--- config.mk ---
export PLATFORM = sky130hd
export DESIGN_NAME = mem_bus_arbiter
export DESIGN_NICKNAME = d
export VERILOG_FILES = /design/src/rtl/mem_bus_arbiter.sv
export SDC_FILE = /design/constraint.sdc
export NUM_CORES = 1
export LEC_CHECK = 0
export CELL_PAD_IN_SITES_DETAIL_PLACEMENT = 2
export CELL_PAD_IN_SITES_GLOBAL_PLACEMENT = 2
export CORE_MARGIN = 1
export CORE_UTILIZATION = 11
export DETAILED_ROUTE_END_ITERATION = 10
export PLACE_DENSITY_LB_ADDON = 0.08
export SYNTH_ARGS = -nofsm -noshare
export SYNTH_HDL_FRONTEND = slang
export SYNTH_SLANG_ARGS = --single-unit
--- constraint.sdc ---
create_clock -name clk_i -period 2.31 [get_ports clk_i]
set_input_delay 0.693 -clock clk_i [delete_from_list [all_inputs] [get_ports clk_i]]
set_output_delay 0.693 -clock clk_i [all_outputs]
set_load 0.1 [all_outputs]
--- src/rtl/mem_bus_arbiter.sv ---
// Two-master (instruction fetch / data) to one-slave Wishbone B4 classic arbiter.
// Data wins contention unless round-robin fairness is enabled; a watchdog ends hung cycles with an error.
module mem_bus_arbiter #(
    parameter int ROUND_ROBIN    = 1,
    parameter int TIMEOUT_CYCLES = 255
) (
    input  logic        clk_i,
    input  logic        rst_i,
    input  logic        iwbs_cyc_i,
    input  logic        iwbs_stb_i,
    input  logic [31:0] iwbs_addr_i,
    output logic        iwbs_ack_o,
    output logic        iwbs_err_o,
    output logic [31:0] iwbs_dat_o,
    input  logic        dwbs_cyc_i,
    input  logic        dwbs_stb_i,
    input  logic        dwbs_we_i,
    input  logic [3:0]  dwbs_sel_i,
    input  logic [31:0] dwbs_addr_i,
    input  logic [31:0] dwbs_dat_i,
    output logic        dwbs_ack_o,
    output logic        dwbs_err_o,
    output logic [31:0] dwbs_dat_o,
    output logic        wbm_cyc_o,
    output logic        wbm_stb_o,
    output logic        wbm_we_o,
    output logic [3:0]  wbm_sel_o,
    output logic [31:0] wbm_addr_o,
    output logic [31:0] wbm_dat_o,
    input  logic        wbm_ack_i,
    input  logic        wbm_err_i,
    input  logic [31:0] wbm_dat_i,
    output logic [1:0]  grant_o,
    output logic        timeout_o
);

    typedef enum logic [1:0] {IDLE, GNT_I, GNT_D} state_t;

    localparam bit          WDOG_EN = (TIMEOUT_CYCLES != 0);
    localparam logic [15:0] CNT_LAST = 16'(TIMEOUT_CYCLES - 1);

    state_t      state_q, state_d;
    logic        last_q, last_d;   // 1 = data was granted last, 0 = instruction
    logic [15:0] cnt_q, cnt_d;

    logic req_i, req_d;
    logic owner_cyc;
    logic ack_fwd, err_fwd, fire;

    assign req_i = iwbs_cyc_i & iwbs_stb_i;
    assign req_d = dwbs_cyc_i & dwbs_stb_i;

    always_ff @(posedge clk_i) begin
        if (rst_i) begin
            state_q <= IDLE;
            last_q  <= 1'b0;
            cnt_q   <= 16'd0;
        end else begin
            state_q <= state_d;
            last_q  <= last_d;
            cnt_q   <= cnt_d;
        end
    end

    always_comb begin
        state_d    = state_q;
        last_d     = last_q;
        cnt_d      = cnt_q;
        wbm_cyc_o  = 1'b0;
        wbm_stb_o  = 1'b0;
        wbm_we_o   = 1'b0;
        wbm_sel_o  = 4'h0;
        wbm_addr_o = 32'h0;
        wbm_dat_o  = 32'h0;
        owner_cyc  = 1'b0;
        ack_fwd    = 1'b0;
        err_fwd    = 1'b0;
        fire       = 1'b0;

        case (state_q)
            IDLE: begin
                // Data takes contention unless fairness says instruction is owed a turn.
                if (req_d && (!req_i || ROUND_ROBIN == 0 || !last_q)) begin
                    state_d = GNT_D;
                    last_d  = 1'b1;
                    cnt_d   = 16'd0;
                end else if (req_i) begin
                    state_d = GNT_I;
                    last_d  = 1'b0;
                    cnt_d   = 16'd0;
                end
            end
            GNT_I: begin
                wbm_cyc_o  = 1'b1;
                wbm_stb_o  = 1'b1;
                wbm_sel_o  = 4'hF;
                wbm_addr_o = iwbs_addr_i;
                owner_cyc  = iwbs_cyc_i;
            end
            GNT_D: begin
                wbm_cyc_o  = 1'b1;
                wbm_stb_o  = 1'b1;
                wbm_we_o   = dwbs_we_i;
                wbm_sel_o  = dwbs_sel_i;
                wbm_addr_o = dwbs_addr_i;
                wbm_dat_o  = dwbs_dat_i;
                owner_cyc  = dwbs_cyc_i;
            end
            default: state_d = IDLE;
        endcase

        // Termination is common to both grant states; an aborting master gets nothing.
        if (state_q == GNT_I || state_q == GNT_D) begin
            if (!owner_cyc) begin
                state_d = IDLE;
            end else if (wbm_ack_i || wbm_err_i) begin
                ack_fwd = wbm_ack_i;
                err_fwd = wbm_err_i;
                state_d = IDLE;
            end else if (WDOG_EN && cnt_q == CNT_LAST) begin
                err_fwd = 1'b1;
                fire    = 1'b1;
                state_d = IDLE;
            end else begin
                cnt_d = cnt_q + 16'd1;
            end
        end
    end

    // A reset cycle suppresses any termination that would otherwise reach a master.
    assign iwbs_ack_o = (state_q == GNT_I) & ack_fwd & ~rst_i;
    assign iwbs_err_o = (state_q == GNT_I) & err_fwd & ~rst_i;
    assign dwbs_ack_o = (state_q == GNT_D) & ack_fwd & ~rst_i;
    assign dwbs_err_o = (state_q == GNT_D) & err_fwd & ~rst_i;
    assign timeout_o  = fire & ~rst_i;
    assign grant_o    = {state_q == GNT_D, state_q == GNT_I};
    assign iwbs_dat_o = wbm_dat_i;
    assign dwbs_dat_o = wbm_dat_i;

endmodule

==> reports/qor.yml <==
run_status:
  outcome: "finished with violations"
  violations: "negative setup slack"
job:
  drv_cap: 0
cells_and_area:
  diodes: 0
  areaGrowthSynthToFinish_pct: 164
  design_area_um2: 6080
  drive_gt1_frac: 0.521
  final_nets: 648
floorplanning:
  chipWidth_um: 147
  die_h_um: 147
  rows: 52
  initial_core_util: 0.113
  core_area_um2: 20400
  pin_count: 283
  dieArea_um2: 21500
critical_path:
  r2r_slack_ps: 80
  crit_required_ps: 1620
  critPathKind: "flip-flop to output port"
  crit_fanout: 2
  critical_path_arrival_ps: 1860
  critical_path.endpoint_type: "output port"
  start_kind: "flip-flop"
synth:
  synth_area_um2: 2300
  ys_types: 40
  ys_ff_latch: 19
  yosys_warnings: 0
  synth_area_per_cell_um2: 7.02
  synth.yosys.seq_area_share: 0.165
  synthesis.nets: 474
  postSynthCellCount: 328
timing:
  hold_viol: 0
  max_freq_mhz: 391
  timing.final.ws_setup_ps: -244
  setup_viol: 41
  skew_ps: 1.41
  slew_headroom: 0.781
  rsz0062_at_grt: "yes"
  slew_violations: 0
  fin_crit_sh: 1.11
  worstMarginPinSlew_ps: 326
  holdWs_ps: 502
  period_needed_ps: 2550
global_route:
  grt_pass1_wl_mm: 21.9
  antenna_found_initial: 1
  grt_max_degree: 40
  overflow: 0
  grt_pass1_vias: 3276
  track_usage: 0.133
power:
  clkPwrFrac: 0.142
  combPwrFrac: 0.728
  power.share.switching: 0.469
  internal_power_w: 0.00139
  seq_power_share: 0.131
  p_sw_w: 0.00122
  ir_drop_mv: 0.218
  p_per_area_nw_per_um2: 429
  leakage_nw: 2.16
cts:
  tritoncts: "done"
  cts_htree_levels: 1
  root_buffer: "clkbuf_16"
  path_clk_slew_ps: 60
  clock_path_buffers: 2
  clock_latency_ps: 250
  clkSinkCount: 19
  cts_buffers: 3
drt:
  drt_first_pass_iters: 4
  ant_nets: 0
  dr_total_vias: 3002
  drc_errors: 0
  totalWireLength_mm: 14.6
  avgViaCountPerCell: 3.89
  wire_per_inst_um: 18.9
  drt_iter0_markers: 55
placement:
  place_hpwl_mm: 11.9
  io_buffers: 186
  dpl_cell_area_um2: 5620
  gp_congestion: 0.737
worst_hold_path:
  hp-class: "flip-flop to flip-flop"
## cell usage in the layout (no fill, tap or decap), types with 4 or more instances in the layout
cell type / count
a21oi_1: 9
buf_16: 6
nand3_1: 11
nand2_1: 11
ha_4: 4
a22oi_1: 25
buf_8: 4
dfxtp_1: 14
nor3_1: 5
buf_4: 47
xnor2_1: 5
a31oi_1: 4
buf_12: 82
clkdlybuf4s50_1: 103
nor2_4: 36
a22oi_2: 7
a22o_1: 4
and2_4: 33
buf_6: 4
nor2_1: 13
o21ai_1: 6
## final timing paths
check	endpoint	from	cells after the start
worst max-delay path	iwbs_err_o	cnt_q[0]	8
worst min-delay path	last_q	last_q	2
worst max register to register	cnt_q[13]	cnt_q[0]	10
worst min register to register	last_q	last_q	2
## cells by family after synthesis
family | Yosys count | synth area share
compound gates | 63 | 0.191
xor+xnor | 5 | 0.0190
fa+ha+maj | 5 | 0.0272
buf+inv | 88 | 0.253
flops | 19 | 0.165
mux | 2 | 0.00869
simple gates | 146 | 0.336
## what timing repair did
| action | in CTS | in global routing |
|---|---|---|
| buffers inserted | 6 | 5 |
| pin swaps | 9 | 7 |
| endpoints found under the setup margin | 46 | 41 |
| gates cloned | 5 | 0 |
| hold buffers | 0 | 0 |
| gates resized for setup | 46 | 18 |
## critical path: stages (launching register included)
cell	delay, ps
dfxtp_2	330
inv_2	60
ha_4	110
and4bb_2	260
and4_4	260
a21oi_4	80
nor3_4	150
and2_4	180
buf_12	160
## per-layer routing
metal	vias up	share of wire	global-route usage
li1	1427	-	-
met1	1427	0.47	0.182
met2	142	0.46	0.215
met3	4	0.065	0.0311
met4	2	0.0027	0.0172
met5	-	0.00089	0
## layout make-up
cell class	instances	area (um^2)
fillers	2184	14300
repair buffers	251	3330
multi-input cells	221	1890
flip-flops and latches	19	392
well taps	270	338
clock buffers	4	78.8
inverters	5	36.3
repair inverters	1	16.3
## flip-flops by register name, summed over array words and instances, names as in the netlist
register,cells
cnt_q,16
state_q,2
last_q,1
## metrics by stage
stage	util	setup WS [ps]	power [W]	setup TNS (ps)	std cells
3_5_place_dp	0.276	-498	0.00206	-6520	751
5_1_grt	0.299	-339	0.00271	-6320	771
3_3_place_gp	0.276	-464	0.00205	-5450	751
6_report	0.299	-244	0.00261	-3870	771
4_1_cts	0.294	-295	0.00263	-4830	766
2_1_floorplan	-	-185	0.00191	-6420	328
## power by group through the flow
| stage | registers [W] | clock network [W] | logic, W |
|---|---|---|---|
| 4_1_cts | 0.000341 | 0.000384 | 0.00191 |
| 5_1_grt | 0.000342 | 0.000398 | 0.00197 |
| 2_1_floorplan | 0.000348 | 0 | 0.00157 |
| 3_5_place_dp | 0.000349 | 0 | 0.00171 |
| 3_3_place_gp | 0.000349 | 0 | 0.00170 |
| 6_report | 0.000341 | 0.000370 | 0.00190 |
## synth_stat cells
master / n / area, um^2
o221ai_1: 1 / 8.76
a22o_2: 1 / 10.0
nand3_2: 1 / 10.0
nand3_1: 12 / 60.1
inv_1: 4 / 15.0
a22oi_1: 32 / 240
and4_4: 1 / 11.3
and4_1: 1 / 8.76
nand2_1: 12 / 45.0
nand4_1: 3 / 18.8
buf_4: 67 / 503
or2_1: 1 / 6.26
buf_2: 1 / 5.00
nand2b_1: 2 / 12.5
nor4bb_1: 2 / 20.0
a21oi_1: 11 / 55.1
ha_1: 5 / 62.6
and2_1: 36 / 225
nor3_4: 1 / 16.3
or4_1: 1 / 7.51
and3_1: 6 / 37.5
a22o_1: 4 / 35.0
nor4b_1: 2 / 17.5
a211o_1: 1 / 8.76
clkbuf_1: 15 / 56.3
mux2i_1: 2 / 20.0
o21ai_1: 6 / 30.0
xnor2_1: 5 / 43.8
a211oi_1: 1 / 7.51
nor3_1: 6 / 30.0
a32o_1: 1 / 10.0
or3_1: 3 / 18.8
nor2b_1: 1 / 6.26
nor2_1: 51 / 191
clkinv_1: 1 / 3.75
dfxtp_1: 19 / 380
and4bb_1: 1 / 12.5
o2111ai_1: 1 / 8.76
a31oi_1: 4 / 25.0
nor4_1: 3 / 18.8
Note: power is estimated with default switching activity, not from simulation.
